`src/rtl/aes_round_sequencer.sv`:
```
// Moore FSM stepping the 4x4 systolic PE array through one AES-128 block encryption.
// Latency 5*NR+3 cycles from start to done; stalls in KREQ while key_ack is low.
module aes_round_sequencer #(
   parameter int NR     = 10,
   parameter int KIDX_W = 4
) (
   input  logic              clk,
   input  logic              rst_n,
   input  logic              start,
   input  logic              abort,
   input  logic              key_ack,
   output logic              busy,
   output logic              done,
   output logic              pe_en,
   output logic [1:0]        op_sel,
   output logic              load_psum,
   output logic              shift_in_en,
   output logic              key_req,
   output logic [KIDX_W-1:0] key_idx,
   output logic [KIDX_W-1:0] round
);

   typedef enum logic [2:0] {
      S_IDLE  = 3'd0,
      S_LOAD  = 3'd1,
      S_KREQ  = 3'd2,
      S_ARK   = 3'd3,
      S_SUB   = 3'd4,
      S_SHIFT = 3'd5,
      S_MIX   = 3'd6,
      S_DONE  = 3'd7
   } state_t;

   localparam logic [1:0] OP_SUB = 2'b00;
   localparam logic [1:0] OP_ARK = 2'b01;
   localparam logic [1:0] OP_MIX = 2'b10;

   localparam logic [KIDX_W-1:0] NR_K  = KIDX_W'(NR);
   localparam logic [KIDX_W-1:0] ONE_K = KIDX_W'(1);

   state_t            state;
   state_t            state_nxt;
   logic [KIDX_W-1:0] round_q;
   logic [KIDX_W-1:0] round_nxt;
   logic              last_round;

   assign last_round = (round_q == NR_K);

   always_ff @(posedge clk or negedge rst_n) begin
      if (!rst_n) begin
         state   <= S_IDLE;
         round_q <= '0;
      end else begin
         state   <= state_nxt;
         round_q <= round_nxt;
      end
   end

   always_comb begin
      state_nxt = state;
      round_nxt = round_q;
      case (state)
         S_IDLE:  if (start) state_nxt = S_LOAD;
         S_LOAD:  state_nxt = S_KREQ;
         S_KREQ:  if (key_ack) state_nxt = S_ARK;
         S_ARK: begin
            // Round advances after its key is mixed in; it saturates at NR.
            if (last_round) begin
               state_nxt = S_DONE;
            end else begin
               state_nxt = S_SUB;
               round_nxt = round_q + ONE_K;
            end
         end
         S_SUB:   state_nxt = S_SHIFT;
         // The final round has no MixColumns step.
         S_SHIFT: state_nxt = last_round ? S_KREQ : S_MIX;
         S_MIX:   state_nxt = S_KREQ;
         S_DONE: begin
            state_nxt = S_IDLE;
            round_nxt = '0;
         end
         default: begin
            state_nxt = S_IDLE;
            round_nxt = '0;
         end
      endcase
      if (abort) begin
         state_nxt = S_IDLE;
         round_nxt = '0;
      end
   end

   // Outputs depend only on registered state and round, never on inputs.
   always_comb begin
      busy        = 1'b0;
      done        = 1'b0;
      pe_en       = 1'b0;
      op_sel      = OP_SUB;
      load_psum   = 1'b0;
      shift_in_en = 1'b0;
      key_req     = 1'b0;
      key_idx     = '0;
      case (state)
         S_IDLE: ;
         S_LOAD: begin
            busy      = 1'b1;
            pe_en     = 1'b1;
            load_psum = 1'b1;
         end
         S_KREQ: begin
            busy    = 1'b1;
            key_req = 1'b1;
            key_idx = round_q;
         end
         S_ARK: begin
            busy   = 1'b1;
            pe_en  = 1'b1;
            op_sel = OP_ARK;
         end
         S_SUB: begin
            busy  = 1'b1;
            pe_en = 1'b1;
         end
         S_SHIFT: begin
            busy        = 1'b1;
            pe_en       = 1'b1;
            shift_in_en = 1'b1;
         end
         S_MIX: begin
            busy   = 1'b1;
            pe_en  = 1'b1;
            op_sel = OP_MIX;
         end
         S_DONE: begin
            busy = 1'b1;
            done = 1'b1;
         end
         default: ;
      endcase
   end

   assign round = round_q;

endmodule

```
`config.mk`:
```
export PLATFORM = sky130hd
export DESIGN_NAME = aes_round_sequencer
export DESIGN_NICKNAME = d
export VERILOG_FILES = /design/src/rtl/aes_round_sequencer.sv
export SDC_FILE = /design/constraint.sdc
export NUM_CORES = 1
export LEC_CHECK = 0
export ABC_AREA = 1
export CORE_AREA = 2 2 39 41
export DETAILED_ROUTE_END_ITERATION = 10
export DIE_AREA = 0 0 41 43
export PLACE_DENSITY = 0.74
export SYNTH_ARGS = -nofsm -noshare
export SYNTH_HDL_FRONTEND = slang
export SYNTH_SLANG_ARGS = --single-unit
```
`constraint.sdc`:
```
create_clock -name clk -period 1.26 [get_ports clk]
set_input_delay 0.315 -clock clk [delete_from_list [all_inputs] [get_ports clk]]
set_output_delay 0.315 -clock clk [all_outputs]
set_load 0.005 [all_outputs]
```
* Yosys cells after proc, flatten, opt, wreduce, memory -nomap -nowiden
Cells that the tools add are included.
** Storage, ports and cells
- Register bits after elaboration :: 7
- Logic and storage cells :: 38
- Memories kept :: 0
- Input port bits :: 5
- Output and inout bits :: 16
- ROM bits :: 0
- Bits in latches :: 0
- Memory bits (writable) :: 0
** Operators by class
- Reduce and logical (&&, ||, !) cells :: 7
- Add/subtract/negate cells :: 1
- Mux-type cells :: 17
- Bitwise gates (word level) :: 0
- Divide/modulo/power cells :: 0
- Multiply operators :: 0
- Shifts and indexed selects :: 0
- Order comparisons :: 0
- Equality and inequality tests :: 11
** Operator list (count)
- $pmux 3 s7 :: 1
- $eq 3x3->1 const B :: 4
- $mux 3 :: 4
- $mux 4 :: 3
- $ne 3x3->1 const B :: 3
- $pmux 4 s2 :: 1
- $reduce_or 7->1 :: 1
- $eq 3x2->1 const B :: 2
- $mux 1 :: 6
- $reduce_or 5->1 :: 1
- $add 4x1->4 const B :: 1
- $eq 4x4->1 const B :: 1
- $pmux 2 s2 :: 1
- $reduce_and 2->1 :: 2
- $eq 3x1->1 const B :: 1
- $logic_not 3->1 :: 1
- $reduce_bool 3->1 :: 1
- $mux 2 :: 1
- $reduce_or 2->1 :: 1

* Longest topological paths before layout
Gate-level depths: netlist of the first run.
- Depth in word-level cells :: 4
- Depth in mapped cells :: 8
- Mapped depth without buffers :: 8

* Least setup slack after synthesis of the first run
Ideal clock, no wire load.
- Path type :: register to output
- Start :: register state[0]
- End :: output port key_idx[0]
- Buffers on the path :: 0
- Arrival :: 872 ps
- Required time :: 945 ps
- Setup slack :: 73 ps
- Stages on the path, launching flop included :: 6
- Cell sequence :: dfrtp_1 > inv_1 > nand2_2 > nor2_2 > inv_2 > nor2_1
** On the way
- Word-level cells in the longest chain between the ends :: 2
** RTL lines
- from (decl) :: line 41 : state_t state;
- from (signal assigned) :: line 54 : state <= state_nxt;
- $eq 3x2->1 :: line 104 : case (state)
- $mux 4 :: line 104
- to (decl) :: line 19 : output logic [KIDX_W-1:0] key_idx,
Every way passes these cells.

* Worst setup path in the final report of the first run
- Start :: register state[1]
- End :: output port shift_in_en
** On the way
- Word-level cells in the longest chain between the ends :: 2
** RTL lines
- $eq 3x3->1 :: line 104
- $mux 1 :: line 104
- to (decl) :: line 17 : output logic shift_in_en,
Every way passes these cells.

==> results of run 1 <==
==> cell type report <==
| type | count | area, µm² | share of cell area |
|---|---|---|---|
| Timing Repair Buffer | 59 | 479 | 0.401 |
| Multi-Input combinational cell | 57 | 418 | 0.349 |
| Sequential cell | 7 | 178 | 0.149 |
| Inverter | 18 | 75.1 | 0.0628 |
| Clock buffer | 4 | 26.3 | 0.0220 |
| Tap cell | 16 | 20.0 | 0.0167 |
==> metal layers <==
layer  up-vias  part of all wire  global-route usage
met5         -                 0                   0
met4         0             0.035               0.133
met3        13             0.033              0.0209
met2        32              0.56               0.556
met1       391              0.37               0.348
li1        379                 -                   -
==> what timing repair did <==
| action | 4_1_cts | 5_1_grt |
|---|---|---|
| resized for setup | 97 | 25 |
| hold buffers | 0 | 0 |
| endpoints found under the setup margin | 22 | 20 |
| pin swaps | 10 | 15 |
| buffers inserted | 13 | 7 |
==> worst max path at each step <==
stage | from | endpoint | slack, ns | cells after the start
detailed placement | state[0] | key_idx[1] | -0.37 | 6
global placement | state[2] | done | -0.32 | 3
CTS | state[0] | key_idx[3] | -0.34 | 7
floorplan | state[0] | key_idx[0] | 0.07 | 5
global route | state[1] | shift_in_en | -0.41 | 5
finish | state[1] | shift_in_en | -0.36 | 5
==> where the power goes <==
group          total (W)  switching, W  internal, W
registers       0.000292     0.0000380     0.000254
logic           0.000811      0.000382     0.000428
clock network   0.000222     0.0000996     0.000122
total            0.00132      0.000520     0.000805
==> flip-flops by register name, indices dropped and copies added (netlist names) <==
| name | count |
|---|---|
| round | 4 |
| state | 3 |
==> logic make-up (layout without fill, tap and decap cells) <==
logic type	count (synthesis)	count (layout)	synth area share
adder cells (fa/ha/maj)	2	2	0.0473
AND/OR/NAND/NOR	51	51	0.435
buffers and inverters	19	81	0.149
AO/OA/AOI/OAI	4	4	0.0378
flip-flops	7	7	0.331
==> layout by cell type, fill, tap and decap left out <==
cell / Yosys / final
nand3_1: 8 / 3
clkbuf_1: 0 / 1
inv_4: 0 / 3
ha_2: 0 / 1
inv_1: 17 / 11
buf_4: 0 / 28
buf_2: 0 / 12
a21oi_2: 0 / 2
inv_2: 1 / 4
nand2_2: 4 / 1
nand2_4: 0 / 6
ha_4: 0 / 1
buf_6: 1 / 13
nand3_2: 0 / 4
nor2_1: 15 / 9
nand4_1: 3 / 3
nor2_4: 1 / 5
o21ai_0: 2 / 1
clkdlybuf4s50_1: 0 / 4
dfrtp_2: 0 / 2
nor3_4: 0 / 1
clkbuf_4: 0 / 3
clkdlybuf4s15_2: 0 / 2
dfrtp_1: 7 / 5
nand2_1: 18 / 15
nor2_2: 1 / 3
o21ai_2: 0 / 1
nand3_4: 0 / 1
==> per-stage QoR <==
step	area (µm²)	total power (W)	hold slack [ns]	setup WS [ns]	util
finish	1200	0.00132	0.324	-0.364	0.864
global route	1200	0.00138	0.342	-0.412	0.864
global placement	903	0.000752	0.604	-0.318	0.653
CTS	1080	0.00114	0.333	-0.340	0.782
detailed placement	903	0.000770	0.604	-0.368	0.653
floorplan	529	0.000485	0.0194	0.0729	-
==> impl_results.md, run 1 <==
- Final HPWL DP: between 1000 and 1500 µm
- Reg-to-reg critical path startpoint: state[2]
- RSZ-0062 raised after global routing: yes
- CP max-delay cell: dfrtp_2
- Layout cells sized above 1: 0.641
- Num CTS Buffers: 3
- Crit-path max FO: 4
- Synthesized area per cell: between 6 and 7 µm²
- Final setup violation count: 19
- VDD IR max: a little over 0.7 mV
- Final WL: 2540 µm
- Post-Syn Instances: between 80 and 90
- Commonest cells in the synthesized netlist: nand2_1 (18), inv_1 (17), nor2_1 (15)
- DRT Pass-1 Iters: 4
- Htree depth: 1
- Largest net degree at the start of global routing: 8
- CORE AREA: 1380 µm²
- Status: finished with violations
- Minimum clock period after layout: roughly 1.6 ns
- FF-to-FF End: round[2]
- Routed vias/inst: ~5.1
- Async set or reset register ratio after synthesis: 1.00
- DRC viols: 0
- Worst Path Buf+Inv: 4
- Grt total ovfl: 0
- Flop2flop setup slack: -0.17 ns
- CP Data Required Time: 0.94 ns
- Seq cells post-synth: 7
- Worst stage delay on the critical path: between 0.4 and 0.5 ns
- Crit. End Element: primary output
- Count of input and output buffers: 20
- DRT antenna net count: 0
- Post-synth top flop: dfrtp_1
- Via count: 815
- Number of global-route vias before repair: 858
- Fill count: 74
- Crit-path cells: buf_4 > inv_1 > nand3_1 > inv_2 > clkdlybuf4s15_2
- Worst slew margin: 0.759
- Worst-Margin Slew: 0.360 ns
- Critical Path AT: around 1.3 ns
- Die area: 1760 µm²
- Peak Freq: between 0.6 and 0.7 GHz
- Sum Neg Setup Slack: -4.19 ns
- Sink Count: 7
- Pleak: 0.673 nW
- Synth top area cells: dfrtp_1 (33%), nand2_1 (13%), inv_1 (12%), nor2_1 (11%), nand3_1 (7.6%)
- CTS tree: done
- Seq/Total Area, Yosys: 0.331
- Nets: 153
- Reg2Reg Depth: 9
- GR Util All Layers: 0.311
- Ant diodes: 0
- Clk slew on worst S/H paths: 0.06 ns
- Hold Crit Class: in -> async
- Final Cycle Share: 1.29
- Clock Latency Late Sink: 0.26 ns
- Layout area overhead: 126%
- Mapped Area: 529 µm²
- Wire per inst: 15.8 µm
- Fin. Hold Viols: 0
- Core Rows: 14
- Critical path class: reg -> out
- CTS Buffer Depth: 2
- Post-synth EDFFs: 0
- Synth top area share: 0.331
- Cell total after placement: 140
- GPL Wtd Cong: roughly 0.8
- Failing checks: negative setup slack
- Die Span Y: 43 µm
- Initial antenna violation count: 0
- Max Slew Vio Count: 0
- First-pass GRT wire length: between 3000 and 4000 µm
- # IOs: 21
- Yosys cell types: 15
- Most numerous cell in the Yosys netlist: nand2_1
- Initial drt markers: 25
- Top delay family on crit path: buffers and inverters
- Syn nets: 90
- Max-cap violations: 0
- Non-Filler Instances: 161
- Die X: 41 µm
- Setup Skew: 0.00434 ns
- Area leader, netlist: dfrtp_1
- Syn. warnings: 0
- Power Density: 1110 nW/µm²
- Critical Path Source Type: flip-flop
- Starting Density: 0.382
- Root Buffer: clkbuf_4
- Setup WS post-layout: -0.364 ns
Note: power is estimated with default switching activity, not from simulation.
==> run 2, diff against run 1 <==
==> constraint.sdc (replaced) <==
create_clock -name clk -period 1.26 [get_ports clk]
set_input_delay 0.189 -clock clk [delete_from_list [all_inputs] [get_ports clk]]
set_output_delay 0.189 -clock clk [all_outputs]
set_load 0.005 [all_outputs]
==> impl_results.md, run 2 (synthesized netlist as in run 1, its figures left out) <==
- Fill count: 80
- Initial antenna violation count: 0
- Routed vias/inst: 5.09
- Crit. End Element: primary output
- VDD IR max: 0.934 mV
- P_int: 0.000791 W
- Crit path from: state[0]
- DRT antenna net count: 0
- Setup Skew: 0.00576 ns
- Wire per inst: 16.0 µm
- Critical path class: reg -> out
- Gate power share: 0.610
- Critical Path Source Type: flip-flop
- Met1 wire length: around 940 µm
- Num CTS Buffers: 3
- Power Density: 1150 nW/µm²
- Number of global-route vias before repair: 747
- Hold Crit Class: in -> async
- Routed wl met3: 79 µm
- CORE AREA: 1380 µm²
- Pleak: 0.605 nW
- GPL Wtd Cong: 0.810
- Sink Count: 7
- Flop2flop setup slack: -0.12 ns
- Failing checks: negative setup slack
- Switching power: 0.000521 W
- Fin. Hold Viols: 0
- Worst slew margin: 0.753
- Final HPWL DP: about 1200 µm
- Max reg flops: 4
- Status: finished with violations
- DRC viols: 0
- Initial drt markers: 10
- Grt total ovfl: 0
- Layout area overhead: 115%
- Worst-Margin Slew: approximately 0.37 ns
- DR top layer: met4
- Clock Latency Late Sink: between 0.2 and 0.3 ns
- Sw Share: 0.397
- First-pass GRT wire length: 3080 µm
- Die area: 1760 µm²
- Part of the power in registers: 0.229
- Largest net degree at the start of global routing: 8
- Final WL: roughly 2400 µm
- CP Data Required Time: 1.07 ns
- Register area: 178 µm²
- Final Core Density: 0.824
- Core Rows: 14
- Via count: 773
- Ant diodes: 0
- CTS tree: done
- Die X: ~40 µm
- GR Util All Layers: 0.261
- Final Cycle Share: 1.14
- Root Buffer: clkbuf_4
- Clk slew on worst S/H paths: approximately 0.060 ns
- Most frequent cells in the layout: buf_4 (16), buf_6 (14), nand2_1 (13)
- Peak Freq: 0.695 GHz
- CTS Buffer Depth: 2
- Starting Density: 0.382
- Layout cells sized above 1: 0.581
- RSZ-0062 raised after global routing: yes
- Max-cap violations: 0
- # IOs: 21
- Setup WS post-layout: -0.178 ns
- Max Slew Vio Count: 0
- DRT Pass-1 Iters: 4
- Final setup violation count: 18
- Die Span Y: about 43 µm
- Count of input and output buffers: 20
- Met2 wire len: 1290 µm
- Non-Filler Instances: roughly 150
- Htree depth: 1
- Most common cell after layout, fill and taps aside: buf_4
- Nets: 144
- Crit-path max FO: 5
- Cell total after placement: 134
- Pwr Total: 0.00131 W
- Reg2Reg Depth: 9
- Reg-to-reg critical path startpoint: state[0]
- Critical Path AT: 1.25 ns
- Multi-input gate area: 412 µm²
- Clk network pwr share: 0.161
- Minimum clock period after layout: 1.44 ns
## run 2: final cells by class
type	instances	share of cell area
sequential	7	0.156
timing repair buffer	50	0.378
multi-input combinational	57	0.361
tap	16	0.0176
clock buffer	4	0.0231
inverter	18	0.0648
## run 2: repair_timing
item	CTS	global route
pin swaps	13	14
resized for setup	83	26
hold buffers	0	0
cloned	0	0
buffers inserted	11	5
setup endpoints to repair	22	22
## run 2: final timing paths
check / to
setup / recovery: key_idx[3]
hold / removal: round[0]
setup reg to reg: state[0]
hold reg to reg: round[0]
max in group asynchronous: state[2]
min in group clk: state[2]
## run 2: worst max-delay path: stages (launching register included)
cell and delay, ns:
dfrtp_1 0.41, inv_2 0.11, nand2_4 0.07, nor2_4 0.10, inv_2 0.07, nor2_2 0.11
buf_2 0.12
## run 2: power groups by stage
stage / logic (W) / registers, W / clock network, W
after CTS: 0.000658 / 0.000289 / 0.000219
after global routing: 0.000847 / 0.000301 / 0.000232
after floorplan: 0.000197 / 0.000288 / 0
after detailed placement: 0.000472 / 0.000281 / 0
final: 0.000800 / 0.000301 / 0.000211
after global placement: 0.000463 / 0.000280 / 0
## run 2: per-layer routing
layer | GRT usage | vias to the layer above
met5 | 0 | -
met4 | 0.120 | 0
met3 | 0.0262 | 15
met2 | 0.488 | 25
met1 | 0.259 | 366
li1 | - | 367
## run 2: metrics by stage
stage | hold slack, ns | setup TNS [ns] | cell area, µm² | setup WS (ns)
finish | 0.212 | -2.18 | 1140 | -0.178
floorplan | -0.107 | 0 | 529 | 0.0906
global route | 0.216 | -2.85 | 1140 | -0.222
global placement | 0.472 | -2.00 | 858 | -0.191
detailed placement | 0.481 | -2.31 | 858 | -0.227
CTS | 0.203 | -0.976 | 1030 | -0.134
